--- src/rtl/sv_switch_debouncer_pkg.sv ---
// Shared types and constants for the switch debouncer.
package sv_switch_debouncer_pkg;

    // Per-channel debounce state; the MSB doubles as the debounced level.
    typedef enum logic [1:0] {
        STABLE_LOW  = 2'b00,
        RISING      = 2'b01,
        STABLE_HIGH = 2'b10,
        FALLING     = 2'b11
    } debounce_state_t;

    // Smallest hold count the channel counter can represent sensibly.
    localparam int MIN_DEBOUNCE_CYCLES = 2;

endpackage

--- src/rtl/sv_debounce_channel.sv ---
// One debounce channel: 2-FF synchronizer, four-state debounce FSM and a
// hold counter. The optional rise/fall strobes exist only when
// SV_SWITCH_DEBOUNCER_EDGE_EN is defined.
module sv_debounce_channel
    import sv_switch_debouncer_pkg::*;
#(
    parameter int DEBOUNCE_CYCLES = 1000000
) (
    input  logic clock,
    input  logic reset,
    input  logic raw_i,
`ifdef SV_SWITCH_DEBOUNCER_EDGE_EN
    output logic rise_o,
    output logic fall_o,
`endif
    output logic level_o
);

    localparam int              CNT_W    = $clog2(DEBOUNCE_CYCLES);
    localparam logic [CNT_W-1:0] CNT_LAST = CNT_W'(DEBOUNCE_CYCLES - 1);

    logic             r_q1;
    logic             r_q2;
    debounce_state_t  r_state;
    debounce_state_t  w_state_next;
    logic [CNT_W-1:0] r_count;
    logic [CNT_W-1:0] w_count_next;

    // Bring the asynchronous switch level into the clock domain.
    always_ff @(posedge clock or posedge reset) begin
        if (reset) begin
            r_q1 <= 1'b0;
            r_q2 <= 1'b0;
        end else begin
            r_q1 <= raw_i;
            r_q2 <= r_q1;
        end
    end

    // Debounce state and hold counter registers.
    always_ff @(posedge clock or posedge reset) begin
        if (reset) begin
            r_state <= STABLE_LOW;
            r_count <= '0;
        end else begin
            r_state <= w_state_next;
            r_count <= w_count_next;
        end
    end

    // Next state: any reversal of q2 mid-transition aborts; the counter
    // is left behind by the state exit at CNT_LAST, so it never wraps.
    always_comb begin
        w_state_next = r_state;
        w_count_next = r_count;
        case (r_state)
            STABLE_LOW: begin
                if (r_q2) begin
                    w_state_next = RISING;
                    w_count_next = '0;
                end
            end
            RISING: begin
                if (!r_q2) begin
                    w_state_next = STABLE_LOW;
                    w_count_next = '0;
                end else if (r_count == CNT_LAST) begin
                    w_state_next = STABLE_HIGH;
                end else begin
                    w_count_next = r_count + CNT_W'(1);
                end
            end
            STABLE_HIGH: begin
                if (!r_q2) begin
                    w_state_next = FALLING;
                    w_count_next = '0;
                end
            end
            FALLING: begin
                if (r_q2) begin
                    w_state_next = STABLE_HIGH;
                    w_count_next = '0;
                end else if (r_count == CNT_LAST) begin
                    w_state_next = STABLE_LOW;
                end else begin
                    w_count_next = r_count + CNT_W'(1);
                end
            end
            default: begin
                w_state_next = STABLE_LOW;
                w_count_next = '0;
            end
        endcase
    end

    // Debounced level comes from the state register only.
    assign level_o = (r_state == STABLE_HIGH) || (r_state == FALLING);

`ifdef SV_SWITCH_DEBOUNCER_EDGE_EN
    logic r_rise;
    logic r_fall;

    // Registered so the strobes line up with the level change.
    always_ff @(posedge clock or posedge reset) begin
        if (reset) begin
            r_rise <= 1'b0;
            r_fall <= 1'b0;
        end else begin
            r_rise <= (r_state == RISING)  && (w_state_next == STABLE_HIGH);
            r_fall <= (r_state == FALLING) && (w_state_next == STABLE_LOW);
        end
    end

    assign rise_o = r_rise;
    assign fall_o = r_fall;
`endif

endmodule

--- src/rtl/sv_switch_debouncer.sv ---
// Switch debouncer top: NUM_INPUTS independent channels feeding abcd_o plus
// a one-cycle changed_o strobe. Define SV_SWITCH_DEBOUNCER_EDGE_EN to add the
// per-channel rise_o/fall_o strobes.
module sv_switch_debouncer
    import sv_switch_debouncer_pkg::*;
#(
    parameter int NUM_INPUTS      = 4,
    parameter int DEBOUNCE_CYCLES = 1000000
) (
    input  logic                  clock,
    input  logic                  reset,
    input  logic [NUM_INPUTS-1:0] raw_i,
`ifdef SV_SWITCH_DEBOUNCER_EDGE_EN
    output logic [NUM_INPUTS-1:0] rise_o,
    output logic [NUM_INPUTS-1:0] fall_o,
`endif
    output logic [NUM_INPUTS-1:0] abcd_o,
    output logic                  changed_o
);

    if (DEBOUNCE_CYCLES < MIN_DEBOUNCE_CYCLES) begin : g_bad_cycles
        $error("sv_switch_debouncer: DEBOUNCE_CYCLES must be at least 2");
    end

    logic [NUM_INPUTS-1:0] r_prev;

    for (genvar g = 0; g < NUM_INPUTS; g++) begin : g_chan
        sv_debounce_channel #(
            .DEBOUNCE_CYCLES (DEBOUNCE_CYCLES)
        ) u_chan (
            .clock   (clock),
            .reset   (reset),
            .raw_i   (raw_i[g]),
`ifdef SV_SWITCH_DEBOUNCER_EDGE_EN
            .rise_o  (rise_o[g]),
            .fall_o  (fall_o[g]),
`endif
            .level_o (abcd_o[g])
        );
    end

    // Previous debounced vector; reset together with the channels so that
    // neither reset assertion nor release produces a change strobe.
    always_ff @(posedge clock or posedge reset) begin
        if (reset) begin
            r_prev <= '0;
        end else begin
            r_prev <= abcd_o;
        end
    end

    assign changed_o = (abcd_o != r_prev);

endmodule

--- config.mk ---
export PLATFORM = sky130hd
export DESIGN_NAME = sv_switch_debouncer
export DESIGN_NICKNAME = d
export VERILOG_FILES = /design/src/rtl/sv_switch_debouncer_pkg.sv /design/src/rtl/sv_debounce_channel.sv /design/src/rtl/sv_switch_debouncer.sv
export SDC_FILE = /design/constraint.sdc
export NUM_CORES = 1
export LEC_CHECK = 0
export BUFFER_PORTS_ARGS = -buffer_cell sky130_fd_sc_hd__buf_2
export CORE_AREA = 2 2 104 106
export CTS_BUF_LIST = sky130_fd_sc_hd__clkbuf_8
export CTS_CLUSTER_DIAMETER = 60
export DETAILED_ROUTE_END_ITERATION = 6
export DIE_AREA = 0 0 106 108
export PLACE_DENSITY_LB_ADDON = 0.12
export SETUP_SLACK_MARGIN = 0.02
export SLEW_MARGIN = 20
export SYNTH_ARGS = -nofsm -noshare
export SYNTH_HDL_FRONTEND = slang
export SYNTH_SLANG_ARGS = --single-unit
--- constraint.sdc ---
create_clock -name clock -period 4 [get_ports clock]
set_input_delay 0.6 -clock clock [delete_from_list [all_inputs] [get_ports clock]]
set_output_delay 0.6 -clock clock [all_outputs]
set_load 0.01 [all_outputs]
==> impl_metrics.ini <==
[pwr]
p_leak_uw = 0.00226
power_uw = 1770
p_per_area_nw_per_um2 = 320
vdd_drop_max_mv = 0.269

[drt]
vias = 4130
first_iter_violations = 229
wirelength_um = 10600
wl_per_cell_um = 15.1
ant_nets = 0
vias_per_cell = 5.89
drc_errors = 0
drt_pass1_iterations = 4

[floorplanning]
die-width_um = 106
die_h_um = 108
io_pins = 11
dieArea_um2 = 11400
core-area_um2 = 10200
initial_core_util = 0.509
rows = 37

[critical_path]
cp_data_arrival_time_ns = 2.85
start_kind = flop
end_kind = flop
r2r_cells = 5
crit_path_max_fanout = 11
cp_data_required_time_ns = 4.33
worstSetupPathType = flop to flop

[clocking]
clk_pin_slew_ns = 0.10
cts_resized = 0
clock_sinks = 100
cts_hold_buffers = 0
clock_path_buffers = 2
numCtsBuffers = 9
clock_latency_ns = 0.39
htree_num_levels = 3
post_cts_buffers = 0
cts_tree = yes
clockRootBuffer = clkbuf_8

[global_routing]
grt_pass1_vias = 3875
grt_pass1_wl_um = 18600
overflow = 0
grt_max_degree = 87
grt_util_all_layers = 0.202
antenna_found_initial = 0

[synth]
synthFlopType = dfrtp_1
ys_warn_count = 0
async_flop_share = 1.00
syn_area_per_cell_um2 = 9.26
synth.distinct_cells = 57
synthCells = 562
synth_edf_count = 0
syn_area_um2 = 5200
yosysSeqAreaShare = 0.481
synth_nets = 572
synth_seq_cells = 100

[job]
maxCapViolCount = 0

[placement]
post-dp-hpwl_um = 7140
port-buffer-count = 10
place_congestion = 0.874
place_ws_ns = 1.50

[timing]
hold_viol_final = 0
rsz0062_at_grt = false
relSlewSlack = 0.416
setup_viol = 0
fin_tns_setup_ns = 0
finalWorstSetupSlack_ns = 1.49
tightest_slew_ns = 0.870
slew_viol_final = 0
layout_min_cycle_time_ns = 2.51
fmax_mhz = 398
finClkSkew_ns = 0.0127
finalCritPeriodShare = 0.629

[worst_hold_path]
hold_class = input pin to flop
holdPathStages = 1

[layout]
n_fill_cell = 951
final_cell_mix = 100 x dfrtp_1, 65 x nand2_1, 44 x nor2_1
final_common_cell = dfrtp_1
finish.utilization = 0.540
area_growth_pct = 6.08
num_antenna_cells = 0
fin_nets = 570
drive_gt1_frac = 0.0796

[status]
status = finished clean
-- cells by family after synthesis --
kind of cell,after synthesis,synth area share
and+or+nand+nor,261,0.262
AOI/OAI and AO/OA,113,0.133
DFF,100,0.481
xor gates and xnor gates,37,0.0623
buffers and inverters,37,0.0310
muxes,10,0.0209
adders and majority gates,4,0.00962
-- flip-flops by register name (all words and copies together) (netlist names), named ones only --
register	flops
g_chan.u_chan.r_q1	4
g_chan.u_chan.r_count	80
g_chan.u_chan.r_q2	4
r_prev	4
g_chan.u_chan.r_state	4
-- final timing paths --
| kind | startpoint | endpoint | slack (ns) |
|---|---|---|---|
| max | flop | g_chan[2].u_chan.r_count[6]$_DFFE_PP0P_ | 1.49 |
| min | raw_i[0] | g_chan[0].u_chan.r_q1$_DFF_PP0_ | 0.31 |
| max reg2reg | flop | g_chan[2].u_chan.r_count[6]$_DFFE_PP0P_ | 1.49 |
| min reg2reg | g_chan[1].u_chan.r_q1$_DFF_PP0_ | g_chan[1].u_chan.r_q2$_DFF_PP0_ | 0.36 |
| max in group asynchronous | reset | g_chan[3].u_chan.r_count[7]$_DFFE_PP0P_ | 2.89 |
| min in group asynchronous | reset | g_chan[1].u_chan.r_count[3]$_DFFE_PP0P_ | 0.32 |
-- worst max-delay path, stage by stage (launching register included) --
cell and delay [ns]:
dfrtp_1 0.45, xnor2_1 0.43, nor2b_1 0.53, nor2_1 0.31
or4b_2 0.66, nand2_1 0.08
-- stage by stage --
stage	hold slack, ns	instance area [um^2]	cells
CTS	0.293	5520	701
global placement	0.335	5330	685
global route	0.281	5520	701
detailed placement	0.339	5330	685
floorplan	0.331	5200	562
finish	0.310	5520	701
-- synth_stat cells, drive strengths merged, types with 14 or more instances --
cell,n,area share
a21oi,25,0.024
and3,14,0.017
clkbuf,19,0.015
dfrtp,100,0.48
nand2,66,0.048
nand3,34,0.033
nand4,24,0.029
nor2,45,0.034
nor4,18,0.022
o21ai,37,0.036
xnor2,18,0.030
xor2,19,0.032
-- final cells by class --
| cell class | instances | area [um^2] | area share |
|---|---|---|---|
| multi-input cells | 425 | 2540 | 0.460 |
| flip-flops and latches | 100 | 2500 | 0.453 |
| well taps | 136 | 170 | 0.0308 |
| clock buffers | 10 | 138 | 0.0249 |
| repair buffers | 12 | 65.1 | 0.0118 |
| clock inverters | 6 | 55.1 | 0.00997 |
| inverters | 12 | 50.0 | 0.00907 |
-- metal layers --
metal  track usage  vias up  share of wire
met2         0.311       64           0.46
li1              -     2052              -
met4        0.0592        0         0.0088
met3        0.0524        6          0.032
met1         0.284     2008           0.50
met5             0        -              0
-- where the power goes --
part           switching (uW)  total, uW  internal (uW)
clock network             387        642            255
logic                    66.3       88.0           21.6
registers                15.1       1040           1020
total                     468       1770           1300
Note: power is estimated with default switching activity, not from simulation.
